`src/rtl/tqvp_crc_pkg.sv`:
```
// Shared definitions for the TinyQV CRC engine: register map, bit indices,
// engine state encoding and a byte bit-reversal helper.
package tqvp_crc_pkg;

    // Register addresses
    localparam logic [3:0] ADDR_CTRL  = 4'h0;
    localparam logic [3:0] ADDR_DATA  = 4'h1;
    localparam logic [3:0] ADDR_RES0  = 4'h2;
    localparam logic [3:0] ADDR_RES3  = 4'h5;
    localparam logic [3:0] ADDR_POLY0 = 4'h6;
    localparam logic [3:0] ADDR_POLY3 = 4'h9;
    localparam logic [3:0] ADDR_INIT0 = 4'hA;
    localparam logic [3:0] ADDR_INIT3 = 4'hD;
    localparam logic [3:0] ADDR_STAT  = 4'hE;

    // CTRL bit indices
    localparam int CTRL_CLEAR  = 0;
    localparam int CTRL_REFIN  = 1;
    localparam int CTRL_REFOUT = 2;
    localparam int CTRL_INV    = 3;

    // STAT bit indices (read view); OVF_CLR is the write-one-to-clear bit
    localparam int STAT_BUSY    = 7;
    localparam int STAT_OVF     = 6;
    localparam int STAT_FULL    = 5;
    localparam int STAT_EMPTY   = 4;
    localparam int STAT_OVF_CLR = 6;

    // Serial engine state
    typedef enum logic {
        ST_IDLE  = 1'b0,
        ST_SHIFT = 1'b1
    } crc_state_e;

    // Reverse the bit order of a byte
    function automatic logic [7:0] reflect8(input logic [7:0] b);
        logic [7:0] r;
        for (int i = 0; i < 8; i++) r[i] = b[7-i];
        return r;
    endfunction

endpackage

```
`src/rtl/tqvp_byte_fifo.sv`:
```
// Small byte FIFO feeding the CRC engine. A synchronous flush empties it.
//
// Handshake: push is accepted in a cycle when the FIFO is not full, or when a
// pop is accepted in that same cycle (the pop frees the slot). pop is honoured
// only when the FIFO is not empty; dout always shows the head entry.
module tqvp_byte_fifo #(
    parameter int DEPTH = 4
) (
    input  logic                     clk,
    input  logic                     rst,
    input  logic                     flush,
    input  logic                     push,
    input  logic [7:0]               din,
    input  logic                     pop,
    output logic [7:0]               dout,
    output logic                     full,
    output logic                     empty,
    output logic [$clog2(DEPTH):0]   level
);

    localparam int AW = $clog2(DEPTH);
    localparam int LW = AW + 1;

    logic [7:0]    mem [DEPTH];
    logic [AW-1:0] wr_ptr;
    logic [AW-1:0] rd_ptr;
    logic [LW-1:0] count;
    logic          push_ok;
    logic          pop_ok;

    assign full    = (count == LW'(DEPTH));
    assign empty   = (count == '0);
    assign level   = count;
    assign dout    = mem[rd_ptr];
    assign pop_ok  = pop && !empty;
    assign push_ok = push && (!full || pop_ok);

    // Storage array; written only on an accepted push
    always_ff @(posedge clk) begin
        if (push_ok) mem[wr_ptr] <= din;
    end

    // Pointer and occupancy tracking
    always_ff @(posedge clk or posedge rst) begin
        if (rst) begin
            wr_ptr <= '0;
            rd_ptr <= '0;
            count  <= '0;
        end else if (flush) begin
            wr_ptr <= '0;
            rd_ptr <= '0;
            count  <= '0;
        end else begin
            if (push_ok) wr_ptr <= wr_ptr + AW'(1);
            if (pop_ok)  rd_ptr <= rd_ptr + AW'(1);
            case ({push_ok, pop_ok})
                2'b10:   count <= count + LW'(1);
                2'b01:   count <= count - LW'(1);
                default: count <= count;
            endcase
        end
    end

endmodule

```
`src/rtl/tqvp_crc_engine.sv`:
```
// Runtime-programmable CRC engine for TinyQV. Bytes written to DATA are
// buffered in a small FIFO and fed bit-serially into an MSB-first CRC
// register, BITS_PER_CYCLE bits per clock.
module tqvp_crc_engine
    import tqvp_crc_pkg::*;
#(
    parameter int          WIDTH          = 32,
    parameter logic [31:0] POLY           = 32'h04C11DB7,
    parameter logic [31:0] INIT           = 32'hFFFFFFFF,
    parameter bit          REFIN          = 1'b1,
    parameter bit          REFOUT         = 1'b1,
    parameter bit          XOR_INV        = 1'b1,
    parameter int          FIFO_DEPTH     = 4,
    parameter int          BITS_PER_CYCLE = 1
) (
    input  logic       clk,
    input  logic       rst,
    input  logic [7:0] ui_in,
    output logic [7:0] uo_out,
    input  logic [3:0] address,
    input  logic       data_write,
    input  logic [7:0] data_in,
    output logic [7:0] data_out
);

    localparam int         LW       = $clog2(FIFO_DEPTH) + 1;
    localparam int         STEPS    = 8 / BITS_PER_CYCLE;
    localparam logic [2:0] LAST_CNT = 3'(STEPS - 1);

    // Programmable state
    logic [WIDTH-1:0] poly_q;
    logic [WIDTH-1:0] init_q;
    logic             refin_q;
    logic             refout_q;
    logic             inv_q;
    logic             overflow_q;

    // Engine state; state_q is the FSM state visible to checkers
    crc_state_e       state_q;
    logic [2:0]       cnt_q;
    logic [7:0]       shreg_q;
    logic [WIDTH-1:0] crc_q;

    // FIFO interface
    logic          fifo_pop;
    logic [7:0]    fifo_dout;
    logic          fifo_full;
    logic          fifo_empty;
    logic [LW-1:0] fifo_level;

    // Decoded register accesses
    logic       wr_ctrl, wr_data, wr_stat, wr_poly, wr_init, clear;
    logic [1:0] lane;
    logic       busy;

    logic             unused_ok;
    assign unused_ok = &{1'b0, ui_in};

    assign wr_ctrl = data_write && (address == ADDR_CTRL);
    assign wr_data = data_write && (address == ADDR_DATA);
    assign wr_stat = data_write && (address == ADDR_STAT);
    assign wr_poly = data_write && (address inside {[ADDR_POLY0:ADDR_POLY3]});
    assign wr_init = data_write && (address inside {[ADDR_INIT0:ADDR_INIT3]});
    assign clear   = wr_ctrl && data_in[CTRL_CLEAR];
    // RESULT, POLY and INIT groups all start at an address with low bits 2'b10
    assign lane    = address[1:0] - ADDR_POLY0[1:0];

    assign busy = (state_q != ST_IDLE) || !fifo_empty;

    // Pop when idle, or on the final clock of a byte so bytes run back to back
    assign fifo_pop = !clear && !fifo_empty &&
                      ((state_q == ST_IDLE) || (cnt_q == LAST_CNT));

    tqvp_byte_fifo #(.DEPTH(FIFO_DEPTH)) u_fifo (
        .clk   (clk),
        .rst   (rst),
        .flush (clear),
        .push  (wr_data),
        .din   (data_in),
        .pop   (fifo_pop),
        .dout  (fifo_dout),
        .full  (fifo_full),
        .empty (fifo_empty),
        .level (fifo_level)
    );

    // Replace one byte lane of a WIDTH-bit register; bits above WIDTH drop off
    function automatic logic [WIDTH-1:0] set_lane(input logic [WIDTH-1:0] cur,
                                                  input logic [1:0] ln,
                                                  input logic [7:0] b);
        logic [31:0] w;
        w = 32'(cur);
        w[{ln, 3'b000} +: 8] = b;
        return w[WIDTH-1:0];
    endfunction

    function automatic logic [WIDTH-1:0] reflect_w(input logic [WIDTH-1:0] v);
        logic [WIDTH-1:0] r;
        for (int i = 0; i < WIDTH; i++) r[i] = v[WIDTH-1-i];
        return r;
    endfunction

    // BITS_PER_CYCLE CRC steps; the shift register always presents the next bit at [0]
    logic [WIDTH-1:0] crc_next;
    logic [7:0]       sh_next;
    always_comb begin
        logic [WIDTH-1:0] c;
        logic [7:0]       s;
        logic             fb;
        c = crc_q;
        s = shreg_q;
        fb = 1'b0;
        for (int i = 0; i < BITS_PER_CYCLE; i++) begin
            fb = c[WIDTH-1] ^ s[0];
            c  = {c[WIDTH-2:0], 1'b0} ^ (fb ? poly_q : '0);
            s  = {1'b0, s[7:1]};
        end
        crc_next = c;
        sh_next  = s;
    end

    // refin=1 feeds bit0 first, so the byte loads as-is; otherwise reversed
    logic [7:0] load_byte;
    assign load_byte = refin_q ? fifo_dout : reflect8(fifo_dout);

    // Serial engine FSM: pop, shift 8/BPC clocks, chain to the next byte
    always_ff @(posedge clk or posedge rst) begin
        if (rst) begin
            state_q <= ST_IDLE;
            cnt_q   <= '0;
            shreg_q <= '0;
            crc_q   <= INIT[WIDTH-1:0];
        end else if (clear) begin
            state_q <= ST_IDLE;
            cnt_q   <= '0;
            crc_q   <= init_q;
        end else begin
            case (state_q)
                ST_IDLE: begin
                    if (fifo_pop) begin
                        shreg_q <= load_byte;
                        cnt_q   <= '0;
                        state_q <= ST_SHIFT;
                    end
                end
                ST_SHIFT: begin
                    crc_q   <= crc_next;
                    shreg_q <= sh_next;
                    if (cnt_q == LAST_CNT) begin
                        if (fifo_pop) begin
                            shreg_q <= load_byte;
                            cnt_q   <= '0;
                        end else begin
                            state_q <= ST_IDLE;
                        end
                    end else begin
                        cnt_q <= cnt_q + 3'd1;
                    end
                end
                default: state_q <= ST_IDLE;
            endcase
        end
    end

    // Software-visible configuration and sticky overflow
    always_ff @(posedge clk or posedge rst) begin
        if (rst) begin
            poly_q     <= POLY[WIDTH-1:0];
            init_q     <= INIT[WIDTH-1:0];
            refin_q    <= REFIN;
            refout_q   <= REFOUT;
            inv_q      <= XOR_INV;
            overflow_q <= 1'b0;
        end else begin
            if (wr_ctrl) begin
                refin_q  <= data_in[CTRL_REFIN];
                refout_q <= data_in[CTRL_REFOUT];
                inv_q    <= data_in[CTRL_INV];
            end
            if (wr_poly) poly_q <= set_lane(poly_q, lane, data_in);
            if (wr_init) init_q <= set_lane(init_q, lane, data_in);
            // A push into a full FIFO with no pop in the same clock is dropped
            if (wr_data && fifo_full && !fifo_pop) overflow_q <= 1'b1;
            else if (wr_stat && data_in[STAT_OVF_CLR]) overflow_q <= 1'b0;
        end
    end

    logic [WIDTH-1:0] res_w;
    logic [31:0]      res32, poly32, init32;
    logic [3:0]       lvl4;
    assign res_w  = (refout_q ? reflect_w(crc_q) : crc_q) ^ {WIDTH{inv_q}};
    assign res32  = 32'(res_w);
    assign poly32 = 32'(poly_q);
    assign init32 = 32'(init_q);
    assign lvl4   = 4'(fifo_level);

    // Combinational register read mux
    always_comb begin
        data_out = 8'h00;
        case (address)
            ADDR_CTRL: data_out = {4'b0000, inv_q, refout_q, refin_q, 1'b0};
            ADDR_STAT: begin
                data_out[STAT_BUSY]  = busy;
                data_out[STAT_OVF]   = overflow_q;
                data_out[STAT_FULL]  = fifo_full;
                data_out[STAT_EMPTY] = fifo_empty;
                data_out[3:0]        = lvl4;
            end
            default: begin
                if (address inside {[ADDR_RES0:ADDR_RES3]})
                    data_out = res32[{lane, 3'b000} +: 8];
                else if (address inside {[ADDR_POLY0:ADDR_POLY3]})
                    data_out = poly32[{lane, 3'b000} +: 8];
                else if (address inside {[ADDR_INIT0:ADDR_INIT3]})
                    data_out = init32[{lane, 3'b000} +: 8];
            end
        endcase
    end

    assign uo_out = {6'b000000, overflow_q, busy};

endmodule

```
`config.mk`:
```
export PLATFORM = sky130hd
export DESIGN_NAME = tqvp_crc_engine
export DESIGN_NICKNAME = d
export VERILOG_FILES = /design/src/rtl/tqvp_crc_pkg.sv /design/src/rtl/tqvp_byte_fifo.sv /design/src/rtl/tqvp_crc_engine.sv
export SDC_FILE = /design/constraint.sdc
export NUM_CORES = 1
export LEC_CHECK = 0
export CAP_MARGIN = 20
export CORE_ASPECT_RATIO = 1.5
export CORE_MARGIN = 4
export CORE_UTILIZATION = 40
export CTS_CLUSTER_SIZE = 12
export DETAILED_ROUTE_END_ITERATION = 8
export PLACE_DENSITY_LB_ADDON = 0.2
export SLEW_MARGIN = 20
export SYNTH_ARGS = -nofsm -noshare
export SYNTH_HDL_FRONTEND = slang
export SYNTH_SLANG_ARGS = --single-unit
```
`constraint.sdc`:
```
create_clock -name clk -period 8.9 [get_ports clk]
set_clock_uncertainty 0.1 [all_clocks]
set_input_delay 0.89 -clock clk [delete_from_list [all_inputs] [get_ports clk]]
set_output_delay 0.89 -clock clk [all_outputs]
set_load 0.1 [all_outputs]
```
==> flow_summary.json <==
{
  "postRouteAntennaNets": 0,
  "relSlewSlack_pct": 31.4,
  "worstPathCellList": "clkdlybuf4s50_1 > buf_4 > inv_2 > ha_1 > or4b_4 > a21boi_4 > a221oi_1 > a21oi_1 > a22o_1 > clkdlybuf4s50_1",
  "synth.avg_cell_area_um2": 11.0,
  "slowest_delay_ps": 1130,
  "ios": 39,
  "post_cts_buffers": 0,
  "cts-root-buf": "clkbuf_16",
  "drt_wl_total_um": 21600,
  "drt_first_iter_violations": 512,
  "rr_endpoint": "u_fifo.mem[1][4]",
  "synth_flop_cell": "dfstp_2",
  "routabilityCongestion": 0.851,
  "fmax_mhz": 174,
  "cp_common_cell": "clkdlybuf4s50_1",
  "slew_viol_final": 0,
  "switching_share_pct": 35.5,
  "clockPowerShare_pct": 28.3,
  "insertion_delay_ps": 430,
  "drive_gt1_share_pct": 22.7,
  "synthCells": 764,
  "critical_path_buf_inv_count": 4,
  "clk_pin_slew_ps": 60,
  "worstPathRequired_ps": 7910,
  "outcome": "completed",
  "num_rows": 64,
  "ys_seq_area_share_pct": 48.1,
  "finalCriticalPeriod_ps": 5730,
  "p_sw_w": 0.000945,
  "tightest_slew_ps": 1030,
  "fp.dieH_um": 186,
  "min_to": "init32[13]",
  "grt_pass1_wl_um": 34200,
  "whs_path_depth": 2,
  "reg2regPathDepth": 5,
  "ys_ff_latch": 151,
  "grt_pass1_vias": 5992,
  "synthTopCellsByCount": "185 x nand2_1, 108 x o21ai_0, 81 x dfstp_2, 50 x mux2i_1",
  "drcViolationCount": 0,
  "cts_buffers": 17,
  "r2r_slack_ps": 6000,
  "yosys.area.top_type": "dfstp_2",
  "end_kind": "primary output",
  "die-area_mm2": 0.0234,
  "ir_worst_vdd_uv": 135,
  "cp_data_arrival_time_ps": 4740,
  "critPathLaunchType": "input pin",
  "power_frac_seq_pct": 40.0,
  "syn_area_mm2": 0.00841,
  "via_per_inst": 5.61,
  "min_from": "init32[13]",
  "synthArstFlopShare_pct": 78.8,
  "start_util_pct": 40.8,
  "crit_fanout": 24,
  "portBuffers": 24,
  "fp.dieW_um": 126,
  "worstSetupPathType": "input pin to primary output",
  "avgRoutedWirePerCell_um": 20.7,
  "hpwl_um": 14700,
  "tritoncts": "yes",
  "postCtsHoldBufs": 0,
  "r2r_start": "state_q",
  "p_int_w": 0.00172,
  "stdcell_area_mm2": 0.00937,
  "slowest_stage": "clkdlybuf4s50_1",
  "pwr-share-comb_pct": 31.7,
  "synthToLayoutAreaGrowth_pct": 11.4,
  "cts-resized-gates": 0,
  "diodes": 0,
  "yosysTopAreaCellShare_pct": 25.3,
  "grtUsageTotal_pct": 19.4,
  "max_cap_violations": 0,
  "ys.warnings.count": 0,
  "grt_max_degree": 69,
  "crit_cells": 10,
  "synth.area.top_cells": "dfstp_2 25%, edfxtp_1 11%, dfrtp_1 11%",
  "cp_top_family": "buffers and inverters",
  "overflow": 0,
  "post-synth-top-count-cell": "nand2_1",
  "final.period_utilization_pct": 64.4,
  "antenna_found_initial": 0,
  "cts.path.max_buffers": 2,
  "hp-class": "flip-flop to flip-flop",
  "final_util_pct": 45.5,
  "fp.coreArea_mm2": 0.0206,
  "final_nets": 800,
  "synth_edf_count": 32,
  "via_count": 5830,
  "clock-sinks": 151,
  "power_density_mw_per_mm2": 284,
  "finalSetupViolCount": 0,
  "drt-pass1-iter-count": 5,
  "hold_viol_final": 0,
  "htreeDepth": 4,
  "synth_cell_types": 56,
  "place_area_mm2": 0.00876,
  "grt_setup_unrepaired": "false",
  "leakage_nw": 3.52,
  "fin_setup_tns_ps": 0,
  "power_w": 0.00266
}
## worst min-delay path, stage by stage, from the launching register on
cell	delay [ps]
dfstp_2	380
nand2_1	50
o21ai_1	50
## stage by stage
step           setup slack [ps]  instances  hold WS [ps]
2_1_floorplan              3850        769           349
5_1_grt                    2950       1040           390
3_3_place_gp               3260       1008           363
6_report                   3170       1040           382
4_1_cts                    3140       1040           379
3_5_place_dp               3140       1008           369
## worst max-delay path by stage
stage	start	endpoint
2_1_floorplan	address[0]	data_out[5]
3_3_place_gp	address[1]	data_out[4]
3_5_place_dp	address[1]	data_out[4]
4_1_cts	address[1]	data_out[4]
5_1_grt	address[1]	data_out[4]
6_report	address[1]	data_out[4]
## logic make-up (layout without fill, tap and decap cells)
group                      Yosys count  in the layout  synth area share [%]
muxes                              101            101                  18.5
DFF                                151            151                  48.1
other                                1              6                0.0446
AOI/OAI and AO/OA                  151            151                  10.3
and+or+nand+nor                    243            243                  12.5
buffers and inverters               61             68                  3.93
xor gates and xnor gates            42             42                  4.38
adders and majority gates           14             14                  2.17
## sequential cells by signal, summed over array words and instances (netlist names), 2 cells and up
signal / flops
poly32: 32
shreg_q: 8
crc_q: 32
u_fifo.rd_ptr: 2
u_fifo.level: 3
u_fifo.mem: 32
init32: 32
cnt_q: 3
u_fifo.wr_ptr: 2
## routing by layer
layer  GRT usage [%]  vias up  part of all wire, %
met5               0        -                    0
met4            10.9        0                  5.3
met3            3.99       45                  4.7
met2            31.6      173                   48
met1            23.9     2889                   42
li1                -     2723                    -
## power by group through the flow
stage	sequential (W)	combinational, W	clock, W
CTS	0.00107	0.000853	0.000765
global placement	0.00107	0.000826	0
global route	0.00109	0.000927	0.000797
floorplan	0.000967	0.000730	0
detailed placement	0.00108	0.000849	0
finish	0.00107	0.000845	0.000753
## placed cells by master (no fill, tap or decap), types with 5 or more instances in the layout
master / Yosys / layout
dfstp_2: 81 / 81
nand3_1: 13 / 13
edfxtp_1: 32 / 32
mux4_2: 31 / 31
nor2_1: 13 / 13
o21ai_1: 6 / 6
a21oi_1: 9 / 9
mux4_1: 9 / 9
mux2i_1: 50 / 50
conb_1: 1 / 6
clkbuf_16: 0 / 17
xnor2_1: 38 / 38
a22oi_1: 5 / 5
dfrtp_1: 38 / 37
o21ai_0: 108 / 108
buf_4: 9 / 6
ha_1: 13 / 13
clkdlybuf4s50_1: 0 / 23
mux2_2: 11 / 11
a22o_1: 5 / 5
nand2_1: 185 / 185
nand2b_1: 5 / 5
## layout make-up
cell class | count | area (um2)
clock buffer | 18 | 429
clock inverter | 14 | 183
fill | 1836 | 11200
inverter | 6 | 25.0
multi-input combinational | 557 | 4080
sequential | 151 | 4040
tap | 264 | 330
timing repair buffer | 30 | 280
Power figures use the tool's default switching activity.
